### config.mk
export PLATFORM = sky130hd
export DESIGN_NAME = block_noise_estimator
export DESIGN_NICKNAME = d
export VERILOG_FILES = /design/src/rtl/block_noise_estimator.sv
export SDC_FILE = /design/constraint.sdc
export NUM_CORES = 1
export LEC_CHECK = 0
export ABC_CLOCK_PERIOD_IN_PS = 16100
export CAP_MARGIN = 25
export CORE_ASPECT_RATIO = 1.75
export CORE_MARGIN = 1
export CORE_UTILIZATION = 50
export CTS_BUF_LIST = sky130_fd_sc_hd__clkbuf_4 sky130_fd_sc_hd__clkbuf_8
export DETAILED_ROUTE_END_ITERATION = 16
export PLACE_DENSITY_LB_ADDON = 0.05
export SYNTH_ARGS = -nofsm -noshare
export SYNTH_HDL_FRONTEND = slang
export SYNTH_SLANG_ARGS = --single-unit
### constraint.sdc
create_clock -name clk -period 16.1 [get_ports clk]
set_input_delay 3.22 -clock clk [delete_from_list [all_inputs] [get_ports clk]]
set_output_delay 3.22 -clock clk [all_outputs]
set_load 0.02 [all_outputs]
### src/rtl/block_noise_estimator.sv
// -----------------------------------------------------------------------------
// block_noise_estimator
//
// Streaming per-block noise estimator. Packed multi-channel pixels arrive over
// a valid/ready handshake. Each pixel is reduced to the floor of its channel
// mean. Every BLOCK_SIZE x BLOCK_SIZE block (raster ordered) yields its
// variance. The block variances of a frame are then reduced to one estimate.
//
// Build option:
//   BLOCK_NOISE_EST_MIN_EN  defined   -> the frame estimate is the minimum
//                                        block variance
//                           undefined -> the frame estimate is the mean block
//                                        variance (default)
//
// Parameters:
//   DATA_WIDTH  bits per channel sample
//   CHANNELS    channels packed per input word, channel 0 in the LSBs
//   BLOCK_SIZE  block edge, power of 2 in 2..16
//
// Ports:
//   clk                    rising-edge clock
//   rst                    asynchronous active-high reset
//   start_of_frame         one-cycle pulse: abort any frame in flight, arm a new one
//   blocks_per_frame_log2  log2 of blocks per frame, sampled at start_of_frame
//                          (clamped to 16)
//   s_data / s_valid / s_ready   pixel stream; a pixel is taken on s_valid && s_ready
//   block_var, block_var_valid   variance of the last completed block, one-cycle pulse
//   estimated_noise, estimated_noise_valid   frame estimate (held), one-cycle pulse
// -----------------------------------------------------------------------------
module block_noise_estimator #(
  parameter int DATA_WIDTH = 8,
  parameter int CHANNELS   = 3,
  parameter int BLOCK_SIZE = 8
) (
  input  logic                           clk,
  input  logic                           rst,
  input  logic                           start_of_frame,
  input  logic [4:0]                     blocks_per_frame_log2,
  input  logic [CHANNELS*DATA_WIDTH-1:0] s_data,
  input  logic                           s_valid,
  output logic                           s_ready,
  output logic [2*DATA_WIDTH-1:0]        block_var,
  output logic                           block_var_valid,
  output logic [2*DATA_WIDTH-1:0]        estimated_noise,
  output logic                           estimated_noise_valid
);

  localparam int LOG2_BS = $clog2(BLOCK_SIZE);
  localparam int LOG2_N  = 2 * LOG2_BS;                  // log2 of samples per block
  localparam int CSUM_W  = DATA_WIDTH + $clog2(CHANNELS) + 1;
  localparam int SUM_W   = DATA_WIDTH + LOG2_N;
  localparam int SQ_W    = 2 * DATA_WIDTH + LOG2_N;
  localparam int VAR_W   = 2 * DATA_WIDTH;
  localparam int BCNT_W  = 17;                           // holds up to 2^16 blocks

  typedef enum logic [1:0] {IDLE, ACCUM, FINAL} state_t;

  state_t                state, state_nxt;
  logic [SUM_W-1:0]      sum;
  logic [SQ_W-1:0]       sumsq;
  logic [LOG2_N-1:0]     samp_cnt;
  logic [BCNT_W-1:0]     blk_cnt;
  logic [4:0]            bpf_log2;

  logic                  accept;
  logic                  last_sample;
  logic                  last_block;
  logic [4:0]            bpf_clamped;
  logic [CSUM_W-1:0]     chan_sum;
  logic [DATA_WIDTH-1:0] pix;
  logic [VAR_W-1:0]      pix_sq;
  logic [DATA_WIDTH-1:0] mean;
  logic [VAR_W-1:0]      mean_sq;
  logic [VAR_W-1:0]      sq_mean;
  logic [VAR_W-1:0]      var_c;
  logic [VAR_W-1:0]      est_c;

`ifdef BLOCK_NOISE_EST_MIN_EN
  logic [VAR_W-1:0]      min_reg;
  logic [VAR_W-1:0]      min_nxt;
`else
  localparam int FACC_W = VAR_W + 16;
  logic [FACC_W-1:0]     frame_acc;
  logic [FACC_W-1:0]     facc_nxt;
`endif

  // The start_of_frame cycle never accepts a pixel, even in ACCUM.
  assign s_ready     = (state == ACCUM) && !start_of_frame;
  assign accept      = s_valid && s_ready;
  assign last_sample = &samp_cnt;
  assign last_block  = (blk_cnt + BCNT_W'(1)) == (BCNT_W'(1) << bpf_log2);
  assign bpf_clamped = (blocks_per_frame_log2 > 5'd16) ? 5'd16 : blocks_per_frame_log2;

  // Channel mean of the incoming pixel and its square.
  always_comb begin
    chan_sum = '0;
    for (int c = 0; c < CHANNELS; c++) begin
      chan_sum = chan_sum + CSUM_W'(s_data[c*DATA_WIDTH +: DATA_WIDTH]);
    end
    pix    = DATA_WIDTH'(chan_sum / CSUM_W'(CHANNELS));
    pix_sq = VAR_W'(pix) * VAR_W'(pix);
  end

  // Block variance: E[p^2] - E[p]^2 with both terms floored, so the difference
  // can go negative by rounding; it is clamped at zero.
  always_comb begin
    mean    = DATA_WIDTH'(sum >> LOG2_N);
    mean_sq = VAR_W'(mean) * VAR_W'(mean);
    sq_mean = VAR_W'(sumsq >> LOG2_N);
    var_c   = (sq_mean >= mean_sq) ? (sq_mean - mean_sq) : '0;
  end

  // Frame reduction including the block currently in FINAL, so the estimate
  // lands in the same cycle as that block's variance.
`ifdef BLOCK_NOISE_EST_MIN_EN
  assign min_nxt = (var_c < min_reg) ? var_c : min_reg;
  assign est_c   = min_nxt;
`else
  assign facc_nxt = frame_acc + FACC_W'(var_c);
  assign est_c    = VAR_W'(facc_nxt >> bpf_log2);
`endif

  // State register.
  always_ff @(posedge clk or posedge rst) begin
    // NOTE: sequential state uses non-blocking assignments so every register
    // samples pre-edge values and process ordering cannot change the result.
    if (rst) state <= IDLE;
    else     state <= state_nxt;
  end

  // Next-state logic.
  always_comb begin
    // NOTE: assigning the default first guarantees every path drives
    // state_nxt, so no latch is inferred.
    state_nxt = state;
    case (state)
      IDLE:    state_nxt = IDLE;
      ACCUM:   if (accept && last_sample) state_nxt = FINAL;
      FINAL:   state_nxt = last_block ? IDLE : ACCUM;
      default: state_nxt = IDLE;
    endcase
    if (start_of_frame) state_nxt = ACCUM;
  end

  // Datapath.
  always_ff @(posedge clk or posedge rst) begin
    if (rst) begin
      sum                   <= '0;
      sumsq                 <= '0;
      samp_cnt              <= '0;
      blk_cnt               <= '0;
      bpf_log2              <= '0;
      block_var             <= '0;
      block_var_valid       <= 1'b0;
      estimated_noise       <= '0;
      estimated_noise_valid <= 1'b0;
`ifdef BLOCK_NOISE_EST_MIN_EN
      min_reg               <= '0;
`else
      frame_acc             <= '0;
`endif
    end else begin
      block_var_valid       <= 1'b0;
      estimated_noise_valid <= 1'b0;
      if (start_of_frame) begin
        // Abort takes priority over a FINAL in the same cycle, so an aborted
        // frame never emits a pulse. Outputs keep their last reported values.
        sum      <= '0;
        sumsq    <= '0;
        samp_cnt <= '0;
        blk_cnt  <= '0;
        bpf_log2 <= bpf_clamped;
`ifdef BLOCK_NOISE_EST_MIN_EN
        min_reg  <= '1;
`else
        frame_acc <= '0;
`endif
      end else begin
        case (state)
          ACCUM: begin
            if (accept) begin
              sum      <= sum + SUM_W'(pix);
              sumsq    <= sumsq + SQ_W'(pix_sq);
              samp_cnt <= samp_cnt + LOG2_N'(1);
            end
          end
          FINAL: begin
            block_var       <= var_c;
            block_var_valid <= 1'b1;
            sum             <= '0;
            sumsq           <= '0;
            samp_cnt        <= '0;
            blk_cnt         <= blk_cnt + BCNT_W'(1);
`ifdef BLOCK_NOISE_EST_MIN_EN
            min_reg         <= min_nxt;
`else
            frame_acc       <= facc_nxt;
`endif
            if (last_block) begin
              estimated_noise       <= est_c;
              estimated_noise_valid <= 1'b1;
            end
          end
          default: ;
        endcase
      end
    end
  end

endmodule

Word-level counts from Yosys, hierarchy flattened
Index checks and enable logic that the tools add are counted.

Register bits: 132. Input bits: 33. Output and inout bits: 35. Logic and storage cells: 66.

Add/subtract/negate cells: 8. $mul: 2. Div/mod/pow operators: 1. Magnitude comparators: 2. Equality and inequality tests: 5. Shifts and indexed selects: 2. Multiplexer cells: 24. Bitwise operators: 1. Reductions and logical operators: 10.

Operator list (count): $mux 32 (2); $mux 22 (2); $pmux 22 s2 (1); $mux 17 (2); $add 32x16->32 (1); $mul 8x8->16 (2); $shr 32x5->16 (1); $mux 14 (2); $pmux 14 s2 (1); $add 22x16->22 (1); $add 17x1->17 const B (1); $eq 17x17->1 (1); $shl 1x5->17 const A (1); $ge 16x16->1 (1); $mux 16 (1); $sub 16x16->16 (1); $add 14x8->14 (1); $mux 6 (2); $pmux 6 s2 (1); $div 11x2->11 const B (1); $add 9x8->10 (1); $add 8x8->9 (1); $add 6x1->6 const B (1); $mux 1 (6); 16 further kinds (20).

Longest topological paths before layout
Gate-level depths: netlist of run 1.

Depth after elaboration: 8. Gate-level depth with buffers: 45. Depth with buffers taken out: 43.

Worst setup path after synthesis of run 1
Ideal clock, no wire load.

Path type: input -> register. Start: in s_data[1]. End: reg sumsq[18]. Library setup time: 0.132 ns. Arrival: 12.069 ns. Data required time: 15.968 ns. Slack: 3.899 ns. Cell stages on the path: 43. Buffers on the path: 2. Path through: inv_1 -> fa_1 -> inv_1 -> ha_1 -> inv_1 -> fa_1 -> nor2b_1 -> o31a_1 -> o21ai_4 -> xnor2_1 -> a211oi_1 -> a311o_1 -> buf_2 -> and4_1 -> o32ai_2 -> o211ai_2 -> clkbuf_1 -> a21oi_1 -> [... 7 more ...] -> fa_1 -> inv_1 -> ha_1 -> inv_1 -> fa_1 -> inv_1 -> ha_1 -> a21o_1 -> a21oi_1 -> o21ai_0 -> a21oi_1 -> o21bai_1 -> a41oi_1 -> a21oi_1 -> a41o_1 -> o31ai_1 -> xor2_1 -> nor2_1.

Cells in the longest elaborated chain, start to end: 8.

Ends and longest elaborated chain: start, declared (line 39) `input logic [CHANNELS*DATA_WIDTH-1:0] s_data,`; $add 8x8->9 (line 98) `chan_sum = chan_sum + CSUM_W'(s_data[c*DATA_WIDTH +: DATA_WIDTH]);`; $add 9x8->10 (line 98); $div 11x2->11 (line 100) `pix = DATA_WIDTH'(chan_sum / CSUM_W'(CHANNELS));`; $mul 8x8->16 (line 101) `pix_sq = VAR_W'(pix) * VAR_W'(pix);`; $add 22x16->22 (line 183) `sumsq <= sumsq + SQ_W'(pix_sq);`; $mux 22 (line 181) `if (accept) begin`; $pmux 22 s2 (line 179) `case (state)`; $mux 22 (line 165) `if (start_of_frame) begin`; end signal, assigned (line 183); end, declared (line 60) `logic [SQ_W-1:0] sumsq;`.

Every way passes these cells. The select of a mux whose other input is x is not followed. A chain may end at the register's enable or synchronous reset.

Final worst setup path of run 1
Same ends and word-level chain as after synthesis.

==> impl_metrics.ini, run 1 <==
[place]
routabilityCongestion = 0.968
postPlaceCellArea_um2 = 16000
port_buffers = 67
post-dp-hpwl_um = 33700

[finish]
syn_to_final_growth_pct = 8.89
nNetsFinal = 2084
diodes = 0
utilization_pct = 55.8
drive_above_1_share_pct = 5.45
stdcell_area_um2 = 16500

[timing]
finalSetupViolCount = 0
fin_crit_sh_pct = 81.8
relSlewSlack_pct = 25.5
fin_crit_ns = 13.17
hold_violations = 0
max_freq_ghz = 0.0759
drv_slew = 0
rsz0062_at_grt = false
totalNegativeSetupSlack_ns = 0
worstMarginPinSlew_ns = 1.11
finClkSkew_ns = 0.0169

[clocking]
cts_buffer_depth = 2
path_clk_slew_ns = 0.09
clk_latency_ns = 0.49
htreeDepth = 4
cts.sinks = 132
cts_tree = done
root_buffer = clkbuf_8
cts_resized = 0
ctsHoldBuffers = 0
cts_made_buffers = 17
postCtsSetupRepairBufs = 0

[synth]
syn-num-nets = 2083
ys_warn_count = 0
synthesis.area_um2 = 15100
synth_top_area_share_pct = 21.9
ys_seq_elements = 132
synth_cell_types = 92
yosys_most_used_dff = dfrtp_1
ys_seq_area_share_pct = 21.9
synth_enable_flop_cells = 0
yosysTopAreaCell = dfrtp_1
synth_area_leaders = dfrtp_1 (22%), fa_1 (9.9%), ha_1 (9.6%)
synth_cells = 1859
synth.avg_cell_area_um2 = 8.13
synthArstFlopShare_pct = 100

[route]
drt_iter0_drc = 695
wl_per_cell_um = 18.9
vias_per_cell = 5.93
totalWireLength_um = 42600
num_vias = 13400
dr.pass1.iters = 5
drt.antenna.violating_nets = 0
drc = 0

[grt]
antenna_found_initial = 0
grt_pass1_vias = 13500
grt_max_degree = 75
track_usage_pct = 28.5
gr-total-overflow = 0
grt_pass1_wl_um = 69000

[setup_path]
critPathSlowestCell = fa_1
required_ns = 16.46
worst_path_largest_cell_delay_ns = 0.59
crit_start = s_data[1]
cpMostUsedCell = inv_1
r2r-start = sum[8]$_DFFE_PP0P_
arrival_ns = 13.53
crit_type = input pin to flip-flop
startpoint_type = input pin
end_kind = flip-flop
worst-path-max-fanout = 17

[floorplanning]
pin_count = 68
dieHeight_um = 232
dieArea_um2 = 30900
initial_core_util_pct = 51.2
die_w_um = 133
core_um2 = 29500
row_count = 83

[run_status]
status = complete, no violations

[job]
max_cap_violations = 0

[hold_path]
hp-start = block_var[8]$_DFFE_PP0P_
min_path_type = flip-flop to flip-flop
## cells in the mapped netlist (all sizes together) (6+ instances only)
master	count
nand2b	18
a22o	10
a211oi	28
a31oi	15
nor4	12
dfrtp	132
a22oi	7
o21a	14
nor2	170
o221ai	7
mux2	15
nor2b	18
o211ai	10
o21ai	94
nand2	215
o31a	8
o32ai	6
or2	10
o21bai	11
nand4	15
xnor2	73
ha	116
nand3	47
buf	19
a21o	23
xor2	62
a21oi	112
inv	154
a2111oi	6
nor3	46
o22ai	8
or3	15
clkbuf	83
mux4	6
o31ai	35
fa	75
mux2i	31
and3	18
a211o	8
a21boi	8
and2	32
## cells by family (layout without fill, tap and decap cells)
group	Yosys count	after routing	share of synthesized area [%]
flops	132	132	21.9
other cells	2	2	0.0497
simple gates	630	630	19.2
mux	52	52	4.07
fa+ha+maj	191	191	19.5
xor+xnor	135	135	7.83
compound gates	461	461	20.9
buf+inv	256	269	6.48
## layout by cell type, fill, tap and decap left out, types with 23 or more instances in the layout
cell | netlist | routed
a21oi_1 | 111 | 111
nand3_1 | 47 | 47
o21ai_0 | 86 | 86
inv_1 | 152 | 151
xor2_1 | 62 | 62
o31ai_1 | 34 | 34
ha_1 | 116 | 116
mux2i_1 | 31 | 31
and2_1 | 30 | 30
xnor2_1 | 73 | 73
clkdlybuf4s50_1 | 0 | 66
nand2_1 | 215 | 215
a211oi_1 | 26 | 26
dfrtp_1 | 132 | 131
a21o_1 | 23 | 23
nor3_1 | 45 | 45
fa_1 | 75 | 75
nor2_1 | 170 | 169
## final cells by class
cell class / instances / area (um2)
well taps: 382 / 478
fillers: 2839 / 13000
inverters: 154 / 583
repair buffers: 84 / 813
clock buffers: 17 / 234
flip-flops and latches: 132 / 3300
multi-input cells: 1471 / 10800
clock inverters: 14 / 203
## flip-flops by register name, summed over array words and instances, names as in the netlist
signal / cells
frame_acc: 32
blk_cnt: 17
sum: 14
samp_cnt: 6
block_var_valid: 1
sumsq: 22
bpf_log2: 5
estimated_noise: 16
block_var: 16
estimated_noise_valid: 1
state: 2
## critical path: cells and delay by family
kind | cells | cell delay (ns)
xor gates and xnor gates | 1 | 0.17
adders and majority gates | 9 | 3.66
buffers and inverters | 8 | 0.84
and+or+nand+nor | 5 | 0.74
AOI/OAI and AO/OA | 19 | 4.88
## path summary, 6_finish.rpt
| path | slack (ns) | cells after the start | endpoint |
|---|---|---|---|
| hold reg to reg | 0.48 | 2 | block_var[8]$_DFFE_PP0P_ |
| setup / recovery | 2.93 | 42 | sumsq[18]$_DFFE_PP0P_ |
| hold / removal | 0.48 | 2 | block_var[8]$_DFFE_PP0P_ |
| setup reg to reg | 5.89 | 34 | estimated_noise[1]$_DFFE_PP0P_ |
| min in group asynchronous | 3.22 | 2 | blk_cnt[6]$_DFFE_PP0P_ |
| max in group asynchronous | 11.59 | 3 | samp_cnt[3]$_DFFE_PP0P_ |
## through the flow
step                      setup WS (ns)  hold slack (ns)  instances
final                              2.93            0.483       2254
after global routing               2.08            0.508       2254
after CTS                          2.95            0.484       2253
after detailed placement           2.44            0.465       2222
after global placement             2.65            0.461       2222
after floorplan                    3.90            0.450       1859
## routing by layer
layer  track usage [%]  share of wire, %  vias up
li1                  -                 -     6501
met1              29.8                38     6491
met2              55.4                55      272
met3              2.86               2.3       98
met4              14.8               4.7        0
met5                 0                 0        -
Power of run 1 is not shown: default switching activity piles up to over one toggle a cycle in this logic, so the estimate is an artifact.
==> inputs of run 2 (changes only) <==
--- a/config.mk
+++ b/config.mk
@@ -5,7 +5,7 @@
 export SDC_FILE = /design/constraint.sdc
 export NUM_CORES = 1
 export LEC_CHECK = 0
-export ABC_CLOCK_PERIOD_IN_PS = 16100
+export ABC_CLOCK_PERIOD_IN_PS = 13000
 export CAP_MARGIN = 25
 export CORE_ASPECT_RATIO = 1.75
 export CORE_MARGIN = 1
==> constraint.sdc (replaced) <==
create_clock -name clk -period 13 [get_ports clk]
set_input_delay 2.6 -clock clk [delete_from_list [all_inputs] [get_ports clk]]
set_output_delay 2.6 -clock clk [all_outputs]
set_load 0.02 [all_outputs]
==> run 2 against run 1 <==
  * Worst setup slack lost 2.1 ns
  * Die area is the same
  * Count of clock-buffer cells in the layout grew 1
  * Sequential share of layout area is essentially flat
  * Via count grew 0.16%
  * Flip-flop and latch count is the same
  * Global-route usage grew 0.17 points
  * Clock skew shrank 0.00086 ns
  * Wire length shrank 0.71%
  * First-iteration DRC count grew 5.2%
  * Register-to-register slack lost 3.5 ns
  * Utilization shrank 0.14 points
==> impl_metrics.ini, run 2 (same netlist as run 1, synthesis figures left out) <==
[timing]
max_freq_ghz = 0.0821
rsz0062_at_grt = false
drv_slew = 0
finalSetupViolCount = 0
fin_crit_ns = 12.18
fin_crit_sh_pct = 93.7
relSlewSlack_pct = 22.3
totalNegativeSetupSlack_ns = 0
finClkSkew_ns = 0.0161
hold_violations = 0
worstMarginPinSlew_ns = 1.15

[clocking]
postCtsSetupRepairBufs = 0
clk_latency_ns = 0.48
path_clk_slew_ns = 0.10
htreeDepth = 4
cts.sinks = 132
cts_buffer_depth = 2
cts_made_buffers = 17
ctsHoldBuffers = 0
cts_tree = done
cts_resized = 0
root_buffer = clkbuf_8

[finish]
final_cell_mix = nand2_1 (215), nor2_1 (169), inv_1 (151), dfrtp_1 (131), ha_1 (116)
reg.largest.list = frame_acc (32), sumsq (22), blk_cnt (17)
fillers = 2874
regMostFlops = frame_acc
diodes = 0
syn_to_final_growth_pct = 8.63
drive_above_1_share_pct = 5.55
largest_reg_flops = 32
nNetsFinal = 2085
layout_commonest_cell = nand2_1

[place]
post-dp-hpwl_um = 33600
routabilityCongestion = 0.958
port_buffers = 67

[setup_path]
arrival_ns = 12.59
startpoint_type = input pin
critPathSlowestCell = fa_1
required_ns = 13.40
worst_path_largest_cell_delay_ns = 0.53
end_kind = flip-flop
worst-path-max-fanout = 12
crit_type = input pin to flip-flop

[floorplanning]
core_um2 = 29500
dieHeight_um = 232
dieArea_um2 = 30900
initial_core_util_pct = 51.2
row_count = 83
pin_count = 68
die_w_um = 133

[grt]
grt_max_degree = 84
gr-total-overflow = 0
track_usage_pct = 28.7
grt_pass1_vias = 13500
antenna_found_initial = 0
grt_pass1_wl_um = 69900

[route]
dr.max_layer_used = met4
m1WireLength_um = 15700
wl_met3_um = 1250
drc = 0
wl_per_cell_um = 18.8
vias_per_cell = 5.93
drt_iter0_drc = 731
routed-wl-met2_um = 23200
num_vias = 13400
totalWireLength_um = 42300
drt.antenna.violating_nets = 0
dr.pass1.iters = 7

[job]
max_cap_violations = 0

[run_status]
status = complete, no violations

[hold_path]
min_path_type = flip-flop to flip-flop
-- run 2: cell count changes in the layout (fill, tap and decap cells not counted), sizes merged --
cell and change:
clkinvlp +3, bufinv -3, inv +5, clkbuf +1, buf +1, clkinv -5
-- run 2: area by class of cell --
cell class | instances | area [um2] | area share (%)
Clock buffer | 18 | 248 | 1.51
Multi-Input combinational cell | 1471 | 10800 | 66.0
Sequential cell | 132 | 3300 | 20.1
Inverter | 154 | 583 | 3.55
Tap cell | 382 | 478 | 2.91
Clock inverter | 14 | 141 | 0.861
Timing Repair Buffer | 85 | 821 | 5.00
-- run 2: worst paths after layout --
kind                                     startpoint                        endpoint  slack (ns)  cells after the start
setup / recovery                          s_data[1]           sumsq[21]$_DFFE_PP0P_        0.82                     41
hold / removal             block_var[4]$_DFFE_PP0P_        block_var[4]$_DFFE_PP0P_        0.49                      2
setup reg to reg                 sum[8]$_DFFE_PP0P_  estimated_noise[6]$_DFFE_PP0P_        2.41                     34
hold reg to reg            block_var[4]$_DFFE_PP0P_        block_var[4]$_DFFE_PP0P_        0.49                      2
max in group asynchronous                       rst       frame_acc[23]$_DFFE_PP0P_        9.17                      3
min in group asynchronous                       rst          blk_cnt[5]$_DFFE_PP0P_        2.62                      2
-- run 2: through the flow --
| stage | hold WS, ns | setup WS (ns) | std cells | utilization, % | area, um2 |
|---|---|---|---|---|---|
| after floorplan | 0.450 | 1.42 | 1859 | - | 15100 |
| after global placement | 0.463 | 0.550 | 2223 | 54.2 | 16000 |
| after detailed placement | 0.474 | 0.330 | 2223 | 54.2 | 16000 |
| after CTS | 0.499 | 0.850 | 2255 | 55.6 | 16400 |
| after global routing | 0.508 | 0.0761 | 2256 | 55.6 | 16400 |
| final | 0.488 | 0.818 | 2256 | 55.6 | 16400 |
-- run 2: metal layers --
metal | track usage, % | up-vias
met2 | 54.6 | 302
met4 | 15.3 | 0
met1 | 30.5 | 6473
met5 | 0 | -
li1 | - | 6488
met3 | 3.27 | 120
-- run 2: worst max-delay path: cells and delay by family --
family	cells	cell delay [ns]
and+or+nand+nor	8	1.61
xor gates and xnor gates	1	0.24
adders and majority gates	9	3.78
buffers and inverters	7	0.78
AOI/OAI and AO/OA	16	3.55
Power of run 2 is left out for the same reason.
==> inputs of run 3 (changes only) <==
--- a/config.mk
+++ b/config.mk
@@ -10,8 +10,10 @@
 export CORE_ASPECT_RATIO = 1.75
 export CORE_MARGIN = 1
 export CORE_UTILIZATION = 50
-export CTS_BUF_LIST = sky130_fd_sc_hd__clkbuf_4 sky130_fd_sc_hd__clkbuf_8
+export CTS_BUF_LIST = sky130_fd_sc_hd__clkbuf_4
+export CTS_CLUSTER_DIAMETER = 150
 export DETAILED_ROUTE_END_ITERATION = 16
+export DONT_BUFFER_PORTS = 1
 export PLACE_DENSITY_LB_ADDON = 0.05
 export SYNTH_ARGS = -nofsm -noshare
 export SYNTH_HDL_FRONTEND = slang
==> run 3 against run 2 <==
  * The run now ends with DRC left
  * Non-clock buffer count decreased by 66
  * Worst setup slack improved by 0.42 ns
  * Clock skew up 0.0083 ns
  * Register-to-register slack improved by 0.34 ns
  * Final cell count decreased by 2.8%
  * Critical path depth up 1
  * First-iteration DRC count decreased by 13%
  * Global-route usage shrank 0.096 points
  * Wire length up 0.47%
==> impl_metrics.ini, run 3 (same netlist as run 1, synthesis figures left out) <==
[floorplanning]
pin_count = 68
initial_core_util_pct = 51.2
die_w_um = 133
row_count = 83
dieHeight_um = 232
core_um2 = 29500
dieArea_um2 = 30900

[clocking]
postCtsSetupRepairBufs = 0
cts_made_buffers = 17
cts.sinks = 132
cts_resized = 0
ctsHoldBuffers = 0
cts_tree = done
htreeDepth = 4
root_buffer = clkbuf_4
cts_buffer_depth = 2
path_clk_slew_ns = 0.15
clk_latency_ns = 0.62

[finish]
fillers = 2956
regMostFlops = frame_acc
reg.largest.list = frame_acc (32), sumsq (22), blk_cnt (17)
final_cell_mix = nand2_1 (215), nor2_1 (169), inv_1 (151), dfrtp_1 (131), ha_1 (116)
layout_commonest_cell = nand2_1
drive_above_1_share_pct = 5.70
syn_to_final_growth_pct = 3.59
largest_reg_flops = 32
multiInputGateArea_um2 = 10800
nNetsFinal = 2019
regArea_um2 = 3300

[grt]
track_usage_pct = 28.6
grt_pass1_wl_um = 69500
grt_max_degree = 76
gr-total-overflow = 0
antenna_found_initial = 2
grt_pass1_vias = 13400

[timing]
relSlewSlack_pct = 22.7
drv_slew = 0
max_freq_ghz = 0.0850
worstMarginPinSlew_ns = 1.15
fin_crit_sh_pct = 90.5
finalSetupViolCount = 0
totalNegativeSetupSlack_ns = 0
finClkSkew_ns = 0.0244
rsz0062_at_grt = false
hold_violations = 0
fin_crit_ns = 11.77

[setup_path]
end_kind = flip-flop
cpMostUsedCell = inv_1
crit_start = s_data[1]
startpoint_type = input pin
required_ns = 13.50
crit_type = input pin to flip-flop
reg2reg_to = estimated_noise[1]$_DFFE_PP0P_
worst_path_largest_cell_delay_ns = 0.59
worstRegToRegCells = 34
r2r-start = sum[8]$_DFFE_PP0P_
worst-path-max-fanout = 17
arrival_ns = 12.27
setup.worst_path.end = sumsq[18]$_DFFE_PP0P_
critPathSlowestCell = fa_1
regToRegSetupSlack_ns = 2.75

[route]
drt.antenna.violating_nets = 0
totalWireLength_um = 42500
drc = 2
num_vias = 13100
dr.pass1.iters = 12
vias_per_cell = 5.98
drt_iter0_drc = 637
wl_per_cell_um = 19.4

[run_status]
status = complete, but fails checks
violations = DRC

[place]
routabilityCongestion = 0.924
post-dp-hpwl_um = 33400
port_buffers = 0

[job]
max_cap_violations = 0

[hold_path]
min_path_type = flip-flop to flip-flop
[run 3: metal layers]
metal | up-vias | track usage [%] | part of all wire (%)
li1 | 6348 | - | -
met1 | 6327 | 29.9 | 38
met2 | 308 | 54.6 | 54
met3 | 118 | 4.02 | 3.0
met4 | 0 | 15.0 | 5.0
met5 | - | 0 | 0
[run 3: per-stage QoR]
step	std cells	util, %	area [um2]	hold WS [ns]	setup WS [ns]
5_1_grt	2192	53.1	15700	0.536	0.548
3_5_place_dp	2156	52.0	15300	0.475	0.629
6_report	2192	53.1	15700	0.502	1.23
3_3_place_gp	2156	52.0	15300	0.471	0.864
2_1_floorplan	1859	-	15100	0.450	1.42
4_1_cts	2188	52.9	15600	0.504	1.36
[run 3: layout make-up]
cell class,instances,area share [%]
Clock buffer,17,0.815
Tap cell,382,3.05
Inverter,154,3.73
Sequential cell,132,21.1
Timing Repair Buffer,19,1.17
Antenna cell,2,0.0320
Multi-Input combinational cell,1471,69.2
Clock inverter,15,0.895
[run 3: how the worst min path moves through the flow]
stage | startpoint | end | slack [ns] | cells past startpoint
after floorplan | sumsq[5]$_DFFE_PP0P_ | sumsq[5]$_DFFE_PP0P_ | 0.45 | 2
after global placement | sum[2]$_DFFE_PP0P_ | sum[2]$_DFFE_PP0P_ | 0.47 | 2
after detailed placement | sumsq[5]$_DFFE_PP0P_ | sumsq[5]$_DFFE_PP0P_ | 0.47 | 2
after CTS | sumsq[5]$_DFFE_PP0P_ | sumsq[5]$_DFFE_PP0P_ | 0.50 | 2
after global routing | sum[2]$_DFFE_PP0P_ | sum[2]$_DFFE_PP0P_ | 0.54 | 2
final | sumsq[5]$_DFFE_PP0P_ | sumsq[5]$_DFFE_PP0P_ | 0.50 | 2
[run 3: critical path: cells and delay by family]
family	cells	cell delay [ns]
AO/OA/AOI/OAI	19	4.26
adder cells (fa/ha/maj)	9	3.67
AND/OR/NAND/NOR	4	0.68
buffers and inverters	8	0.59
XOR/XNOR	2	0.46
Power of run 3 is left out for the same reason.
